--- config.mk ---
export PLATFORM = sky130hd
export DESIGN_NAME = relu_maxpool2d
export DESIGN_NICKNAME = d
export VERILOG_FILES = /design/src/rtl/cnn_pkg.sv /design/src/rtl/relu_maxpool2d.sv
export SDC_FILE = /design/constraint.sdc
export NUM_CORES = 1
export LEC_CHECK = 0
export ABC_AREA = 1
export CAP_MARGIN = 20
export CORE_ASPECT_RATIO = 2
export CORE_MARGIN = 8
export CORE_UTILIZATION = 60
export DETAILED_ROUTE_END_ITERATION = 12
export PLACE_DENSITY = 0.94
export SYNTH_ARGS = -nofsm -noshare
export SYNTH_HDL_FRONTEND = slang
export SYNTH_SLANG_ARGS = --single-unit
--- constraint.sdc ---
create_clock -name clk -period 10 [get_ports clk]
set_input_delay 2 -clock clk [delete_from_list [all_inputs] [get_ports clk]]
set_output_delay 2 -clock clk [all_outputs]
set_load 0.05 [all_outputs]
--- src/rtl/cnn_pkg.sv ---
`default_nettype none
// ============================================================================
// Module      : cnn_pkg
// Description : Shared CNN helpers: saturation bounds, CHW linear indexing and
//               address-width sizing used by the conv and pooling stages.
// Revision    : 1.0 - initial release
// ============================================================================
package cnn_pkg;

   // Address width for a memory of `size` words; never narrower than one bit.
   function automatic int addr_w(input int size);
      return (size <= 1) ? 1 : $clog2(size);
   endfunction

   // Most negative value of a signed sample of width w.
   function automatic longint sat_min(input int w);
      return -(longint'(1) <<< (w - 1));
   endfunction

   // Most positive value of a signed sample of width w.
   function automatic longint sat_max(input int w);
      return (longint'(1) <<< (w - 1)) - 1;
   endfunction

   // CHW linear index of element (ch, row, col) in a map of h rows by w cols.
   function automatic int lin3(input int ch, input int row, input int col,
                               input int h, input int w);
      return (ch * h + row) * w + col;
   endfunction

endpackage : cnn_pkg
`default_nettype wire

--- src/rtl/relu_maxpool2d.sv ---
`default_nettype none
// ============================================================================
// Module      : relu_maxpool2d
// Description : Non-overlapping POOLxPOOL max-pool over a CHW feature map held
//               in a synchronous-read BRAM, writing the pooled CHW map to a
//               second BRAM. Define RELU_MAXPOOL_RELU_EN to clamp negative
//               pooled results to zero (fused ReLU); timing is unchanged.
// Revision    : 1.0 - initial release
// ============================================================================
module relu_maxpool2d
   import cnn_pkg::*;
#(
   parameter int DATA_WIDTH = 16,
   parameter int CHANNELS   = 8,
   parameter int IMG_SIZE   = 28,
   parameter int POOL       = 2
) (
   input  logic                                                        clk,
   input  logic                                                        reset,
   input  logic                                                        start,
   output logic [addr_w(CHANNELS*IMG_SIZE*IMG_SIZE)-1:0]               in_addr,
   output logic                                                        in_en,
   input  logic signed [DATA_WIDTH-1:0]                                in_q,
   output logic [addr_w(CHANNELS*(IMG_SIZE/POOL)*(IMG_SIZE/POOL))-1:0] out_addr,
   output logic                                                        out_en,
   output logic                                                        out_we,
   output logic signed [DATA_WIDTH-1:0]                                out_d,
   output logic                                                        done,
   output logic                                                        busy
);

   localparam int c_out_size = IMG_SIZE / POOL;
   localparam int c_in_aw    = addr_w(CHANNELS * IMG_SIZE * IMG_SIZE);
   localparam int c_out_aw   = addr_w(CHANNELS * c_out_size * c_out_size);
   localparam int c_cw       = addr_w(CHANNELS);
   localparam int c_ow       = addr_w(c_out_size);
   localparam int c_pw       = addr_w(POOL);
   localparam logic signed [DATA_WIDTH-1:0] c_s_min = DATA_WIDTH'(sat_min(DATA_WIDTH));

   localparam logic [2:0] c_st_idle   = 3'd0;
   localparam logic [2:0] c_st_read   = 3'd1;
   localparam logic [2:0] c_st_wait   = 3'd2;
   localparam logic [2:0] c_st_cap    = 3'd3;
   localparam logic [2:0] c_st_write  = 3'd4;
   localparam logic [2:0] c_st_finish = 3'd5;

   logic [2:0]                   r_state;
   logic [2:0]                   w_next;
   logic [c_cw-1:0]              r_c;
   logic [c_ow-1:0]              r_orow;
   logic [c_ow-1:0]              r_ocol;
   logic [c_pw-1:0]              r_pr;
   logic [c_pw-1:0]              r_pc;
   logic signed [DATA_WIDTH-1:0] r_max;
   logic signed [DATA_WIDTH-1:0] r_stage;
   logic signed [DATA_WIDTH-1:0] w_cap_max;
   logic signed [DATA_WIDTH-1:0] w_stage;
   logic                         w_pc_last;
   logic                         w_tap_last;
   logic                         w_ocol_last;
   logic                         w_orow_last;
   logic                         w_c_last;
   logic                         w_pix_last;
   logic                         w_in_en;
   logic                         w_out_we;
   logic                         w_done;

   assign w_pc_last   = (int'(r_pc) == POOL - 1);
   assign w_tap_last  = w_pc_last && (int'(r_pr) == POOL - 1);
   assign w_ocol_last = (int'(r_ocol) == c_out_size - 1);
   assign w_orow_last = (int'(r_orow) == c_out_size - 1);
   assign w_c_last    = (int'(r_c) == CHANNELS - 1);
   assign w_pix_last  = w_ocol_last && w_orow_last && w_c_last;

   // Strictly greater keeps the earlier maximum on ties.
   assign w_cap_max = (in_q > r_max) ? in_q : r_max;

`ifdef RELU_MAXPOOL_RELU_EN
   assign w_stage = w_cap_max[DATA_WIDTH-1] ? '0 : w_cap_max;
`else
   assign w_stage = w_cap_max;
`endif

   // State register.
   always_ff @(posedge clk) begin
      if (reset) r_state <= c_st_idle;
      else       r_state <= w_next;
   end

   // Next-state decode: READ -> WAIT -> CAP per tap, WRITE per output pixel.
   always_comb begin
      w_next = r_state;
      case (r_state)
         c_st_idle:   if (start) w_next = c_st_read;
         c_st_read:   w_next = c_st_wait;
         c_st_wait:   w_next = c_st_cap;
         c_st_cap:    w_next = w_tap_last ? c_st_write : c_st_read;
         c_st_write:  w_next = w_pix_last ? c_st_finish : c_st_read;
         c_st_finish: w_next = c_st_idle;
         default:     w_next = c_st_idle;
      endcase
   end

   // Output strobe decode; registered below so the ports come straight from flops.
   always_comb begin
      w_in_en  = (r_state == c_st_read);
      w_out_we = (r_state == c_st_write);
      w_done   = (r_state == c_st_finish);
   end

   // Port registers: strobes default low, addresses/data load only when strobed.
   always_ff @(posedge clk) begin
      if (reset) begin
         in_en    <= 1'b0;
         out_en   <= 1'b0;
         out_we   <= 1'b0;
         done     <= 1'b0;
         in_addr  <= '0;
         out_addr <= '0;
         out_d    <= '0;
      end else begin
         in_en  <= w_in_en;
         out_en <= w_out_we;
         out_we <= w_out_we;
         done   <= w_done;
         if (w_in_en) begin
            in_addr <= c_in_aw'(lin3(int'(r_c),
                                     int'(r_orow) * POOL + int'(r_pr),
                                     int'(r_ocol) * POOL + int'(r_pc),
                                     IMG_SIZE, IMG_SIZE));
         end
         if (w_out_we) begin
            out_addr <= c_out_aw'(lin3(int'(r_c), int'(r_orow), int'(r_ocol),
                                       c_out_size, c_out_size));
            out_d    <= r_stage;
         end
      end
   end

   // Loop counters, running maximum, staged result and busy flag.
   always_ff @(posedge clk) begin
      if (reset) begin
         r_c     <= '0;
         r_orow  <= '0;
         r_ocol  <= '0;
         r_pr    <= '0;
         r_pc    <= '0;
         r_max   <= c_s_min;
         r_stage <= '0;
         busy    <= 1'b0;
      end else begin
         case (r_state)
            c_st_idle: begin
               // busy stays high through the done cycle and drops here.
               busy <= start;
               if (start) begin
                  r_c    <= '0;
                  r_orow <= '0;
                  r_ocol <= '0;
                  r_pr   <= '0;
                  r_pc   <= '0;
                  r_max  <= c_s_min;
               end
            end
            c_st_cap: begin
               r_max <= w_cap_max;
               if (w_pc_last) begin
                  r_pc <= '0;
                  r_pr <= w_tap_last ? '0 : r_pr + 1'b1;
               end else begin
                  r_pc <= r_pc + 1'b1;
               end
               if (w_tap_last) r_stage <= w_stage;
            end
            c_st_write: begin
               r_max <= c_s_min;
               if (w_ocol_last) begin
                  r_ocol <= '0;
                  if (w_orow_last) begin
                     r_orow <= '0;
                     r_c    <= w_c_last ? '0 : r_c + 1'b1;
                  end else begin
                     r_orow <= r_orow + 1'b1;
                  end
               end else begin
                  r_ocol <= r_ocol + 1'b1;
               end
            end
            default: ;
         endcase
      end
   end

endmodule : relu_maxpool2d
`default_nettype wire

* After elaboration in Yosys (flattened, before gate mapping) *
Index checks and enable logic that the tools add are counted.

word-level totals
  flip-flop bits (word level) = 92
  input port bits = 19
  word-level logic and storage cells = 81

cells by class
  add/sub/neg operators = 11
  multiply operators = 4
  $lt $le $gt $ge = 1
  eq/ne operators = 12
  muxes and demuxes = 24
  reduce and logical (&&, ||, !) cells = 14

operators with widths
  cell                                               number
  case mux 16 bit (3 select lines)                   1
  2-to-1 mux 16 bit                                  2
  2-to-1 mux 3 bit                                   7
  greater-than comparator 16 bit                     1
  2-to-1 mux 4 bit                                   4
  case mux 4 bit (2 select lines)                    2
  case mux 3 bit (5 select lines)                    1
  adder 13 x 6 -> 13 bit                             1
  adder 5 x 1 -> 6 bit                               2
  multiplier 3 x 3 -> 6 bit, second input constant   2
  adder 11 x 4 -> 11 bit                             1
  multiplier 9 x 3 -> 11 bit, second input constant  1
  multiplier 8 x 3 -> 10 bit, second input constant  1
  adder 8 x 6 -> 9 bit                               1
  adder 4 x 1 -> 4 bit, second input constant        2
  adder 7 x 4 -> 8 bit                               1
  == test 4 x 3 -> 1 bit, second input constant      2
  inequality test 2 bit, second input constant       4
  AND reduction 2 bit                                4
  == test 3 x 1 -> 1 bit, second input constant      2
  == test 3 x 2 -> 1 bit, second input constant      2
  == test 3 bit, second input constant               2
  case mux 3 bit (2 select lines)                    1
  AND reduction 3 bit                                2
  9 further kinds                                    17

* Logic depth before layout (Yosys ltp) *
  depth after elaboration = 5
  gate-level depth with buffers = 24
  mapped depth without buffers = 24

* Worst setup path after synthesis *
Ideal clock, no wire load.

  path type = reg-to-reg
  start point = reg r_c[0]
  end point = reg out_addr[10]
  setup time = 113 ps
  data arrival time = 4240 ps
  required time = 9887 ps
  path slack = 5647 ps
  stages on the path, launching flop included = 23
  path buffers = 0
  clock period less this slack = 4353 ps
  cell sequence = dfxtp_1 -> fa_1 -> ha_1 -> ha_1 -> nand2_1 -> nor2_1 -> a211oi_1 -> nor2_1 -> nand2_1 -> xor2_1 -> inv_1 -> fa_1 -> inv_1 -> ha_1 -> nand2_1 -> o21a_1 -> nand2_1 -> xor2_1 -> nand3_1 -> nand2_1 -> nand2_1 -> o21ai_1 -> inv_1

between the ends
  cells in the longest elaborated chain, start to end = 4

RTL lines
  what                        line                   source
  start: declaration          relu_maxpool2d.sv:49   logic [c_cw-1:0] r_c;
  start signal: assignment    relu_maxpool2d.sv:181  r_c <= w_c_last ? '0 : r_c + 1'b1;
  multiplier 3 x 3 -> 6 bit   cnn_pkg.sv:28          return (ch * h + row) * w + col;
  adder 7 x 4 -> 8 bit        cnn_pkg.sv:28
  multiplier 8 x 3 -> 10 bit  cnn_pkg.sv:28
  adder 11 x 4 -> 11 bit      cnn_pkg.sv:28
  end signal: assignment      relu_maxpool2d.sv:133  out_addr <= c_out_aw'(lin3(int'(r_c), int'(r_orow), int'(r_ocol),
  end: declaration            relu_maxpool2d.sv:24   output logic [addr_w(CHANNELS*(IMG_SIZE/POOL)*(IMG_SIZE/POOL))-1:0] out_addr,

Every way passes these cells.
A chain may end at the register's enable or synchronous reset.

* Worst setup path after layout *
Ends and elaborated chain as after synthesis.

==> results_dict.tcl <==
set metrics [dict create \
    ant_nets 0 \
    period_needed_ns 4.89 \
    timing.rr.end "out_addr[10]" \
    crit_path_max_incr_delay_ns 0.52 \
    cts_buffers 9 \
    maxCapViolCount 0 \
    grt_pass1_vias 5528 \
    avgSynthCellArea_um2 7.52 \
    fmax_ghz 0.205 \
    start_util_pct 61.5 \
    cp_max_fo 6 \
    synth_top_area_share_pct 30.9 \
    crit_chain "fa_1, ha_1, ha_1, nand2_1, nor2_1, a211oi_1, nor2_1, nand2_1, xor2_1, inv_1, fa_1, inv_1, ha_1, nand2_1, nor2_1, nand2_1, nand2_1, xor2_1, nand3_1, nand2_1, nand2_1, o21ai_1, inv_1" \
    io_buffer_count 63 \
    core_um2 9700 \
    synth_warnings 0 \
    cts_buffer_depth 2 \
    antenna_cells 0 \
    seqCellArea_um2 1840 \
    status "complete, no violations" \
    grt_setup_unrepaired "false" \
    place_hpwl_um 10700 \
    synth_ff_type "dfxtp_1" \
    cp-end-kind "flop" \
    cpMostUsedCell "nand2_1" \
    root_buffer "clkbuf_16" \
    cts_tree "yes" \
    synth_common_cells "nand2_1, inv_1, dfxtp_1" \
    hold_depth 2 \
    r2r_cells 23 \
    synth_async_sr_flop_share_pct 0 \
    grt_pass1_wl_um 24400 \
    cp-start-kind "flop" \
    busiest_layer "met2" \
    period_share_pct 48.9 \
    min_to "out_d[13]" \
    slew_headroom_pct 33.8 \
    power_density_nw_per_um2 176 \
    nFillCells 729 \
    criticalPathCategory "reg -> reg" \
    num_vias 5379 \
    place_inst 962 \
    finalSetupTns_ns 0 \
    die_y_um 157 \
    pre_cts_slack_ns 5.20 \
    firstDrtPassIters 5 \
    met1_usage_pct 19.0 \
    drtIter0Drc 335 \
    drv_slew 0 \
    post-route-drc-count 0 \
    synth_area_leaders "dfxtp_1, ha_1, nand2_1" \
    arrival_ns 5.13 \
    setup_viol 0 \
    hold_class "reg -> reg" \
    htree_levels 3 \
    synthDistinctLibCells 40 \
    holdWs_ns 0.454 \
    drive_gt1_share_pct 9.59 \
    synth_edf_count 0 \
    cp_slowest_cell "fa_1" \
    gr-usage-met3_pct 4.18 \
    use_met2_pct 44.9 \
    yosys.cell_count.top_type "nand2_1" \
    cts_sinks 92 \
    insertion_delay_ns 0.35 \
    tightest_slew_ns 0.993 \
    clk_pin_slew_ns 0.07 \
    skew_ns 0.00825 \
    pin_count 64 \
    area_growth_pct 15.8 \
    ys_ff_latch 92 \
    cts_hold_buffers 0 \
    overflow 0 \
    globalRouteTotalUtil_pct 22.6 \
    max-vdd-ir-drop_mv 0.107 \
    hp-start "r_stage[13]" \
    antenna_found_initial 0 \
    die_w_um 86.5 \
    gp_congestion 0.932 \
    multi_input_area_um2 3450 \
    routed_wl_um 14700 \
    r2r-start "r_c[0]" \
    wl_per_cell_um 15.0 \
    syn_nets 875 \
    die-area_um2 13600 \
    yosysTopAreaCell "dfxtp_1" \
    final_cells 977 \
    yosysSeqAreaShare_pct 30.9 \
    num_rows 51 \
    post-cts-setup-buffer-count 0 \
    fin_ws_ns 5.11 \
    nets 923 \
    synth_cells 793 \
    grt_max_degree 48 \
    finalHoldViolations 0 \
    r2r_slack_ns 5.11 \
    power_leakage_nw 3.26 \
    post_cts_resized 0 \
    vias_per_cell 5.51 \
    syn-cell-area_um2 5960 \
    crit_required_ns 10.24 \
]
where the power goes:
| group | internal, mW | switching, mW | total, mW |
|---|---|---|---|
| clock | 0.183 | 0.149 | 0.331 |
| combinational | 0.167 | 0.321 | 0.487 |
| sequential | 0.382 | 0.0123 | 0.394 |
routing by layer:
metal  part of all wire [%]  vias to the layer above
li1                       -                     2615
met1                     34                     2547
met2                     58                      162
met3                    3.4                       55
met4                    5.0                        0
met5                      0                        -
per-stage QoR:
stage / power (mW) / util [%] / instance area, um^2
6_report: 1.21 / 71.2 / 6910
2_1_floorplan: 0.787 / - / 5960
3_3_place_gp: 0.868 / 68.3 / 6620
3_5_place_dp: 0.882 / 68.3 / 6620
4_1_cts: 1.21 / 71.2 / 6910
5_1_grt: 1.28 / 71.2 / 6910
placed cells by master (no fill, tap or decap), types with 6 or more instances in the layout:
cell type	synthesis	layout
a21oi_1	70	70
a21oi_2	10	10
clkbuf_16	0	9
clkdlybuf4s50_1	0	62
dfxtp_1	92	92
fa_1	16	16
ha_1	47	47
inv_1	132	132
inv_2	8	8
nand2_1	141	141
nand2_2	8	8
nand2_4	10	10
nand3_1	26	26
nand3_2	12	12
nand4_1	18	18
nor2_1	60	60
nor2_2	6	6
o21ai_0	45	45
o21bai_1	7	7
xnor2_1	8	8
xor2_1	18	18
cell families (layout without fill, tap and decap cells):
group	after synthesis	count (layout)	share of synthesized area, %
buf+inv	168	220	11.3
xor+xnor	30	30	4.91
flops	92	92	30.9
simple gates	292	292	23.7
compound gates	148	148	14.0
fa+ha+maj	63	63	15.2
sequential cells by signal, indices dropped and copies added, names as in the netlist, 3 cells and up:
signal    cells
r_c           3
r_ocol        4
r_state       3
r_stage      16
r_max        16
in_addr      13
out_d        16
r_orow        4
out_addr     11
area by class of cell:
cell class              instances  share of cell area, %
multi-input cells             533                   49.9
clock buffers                  11                   3.66
repair buffers                 65                   9.27
flip-flops and latches         92                   26.7
well taps                     132                   2.39
clock inverters                 4                  0.489
inverters                     140                   7.61
worst max-delay path: cells and delay by family (launching register included):
kind	cells	cell delay (ns)
adders and majority gates	5	2.04
DFF	1	0.47
and+or+nand+nor	11	1.02
xor gates and xnor gates	2	0.56
buffers and inverters	3	0.23
AOI/OAI and AO/OA	2	0.45
how the worst max path moves through the flow:
| stage | startpoint | slack, ns | cells past startpoint | endpoint |
|---|---|---|---|---|
| after CTS | r_c[0] | 5.20 | 23 | out_addr[10] |
| after floorplan | r_c[0] | 5.65 | 22 | out_addr[10] |
| after detailed placement | r_c[0] | 5.20 | 23 | out_addr[10] |
| after global placement | r_c[0] | 5.45 | 22 | out_addr[10] |
| final | r_c[0] | 5.11 | 23 | out_addr[10] |
| after global routing | r_c[0] | 4.66 | 23 | out_addr[10] |
Power figures use the tool's default switching activity.
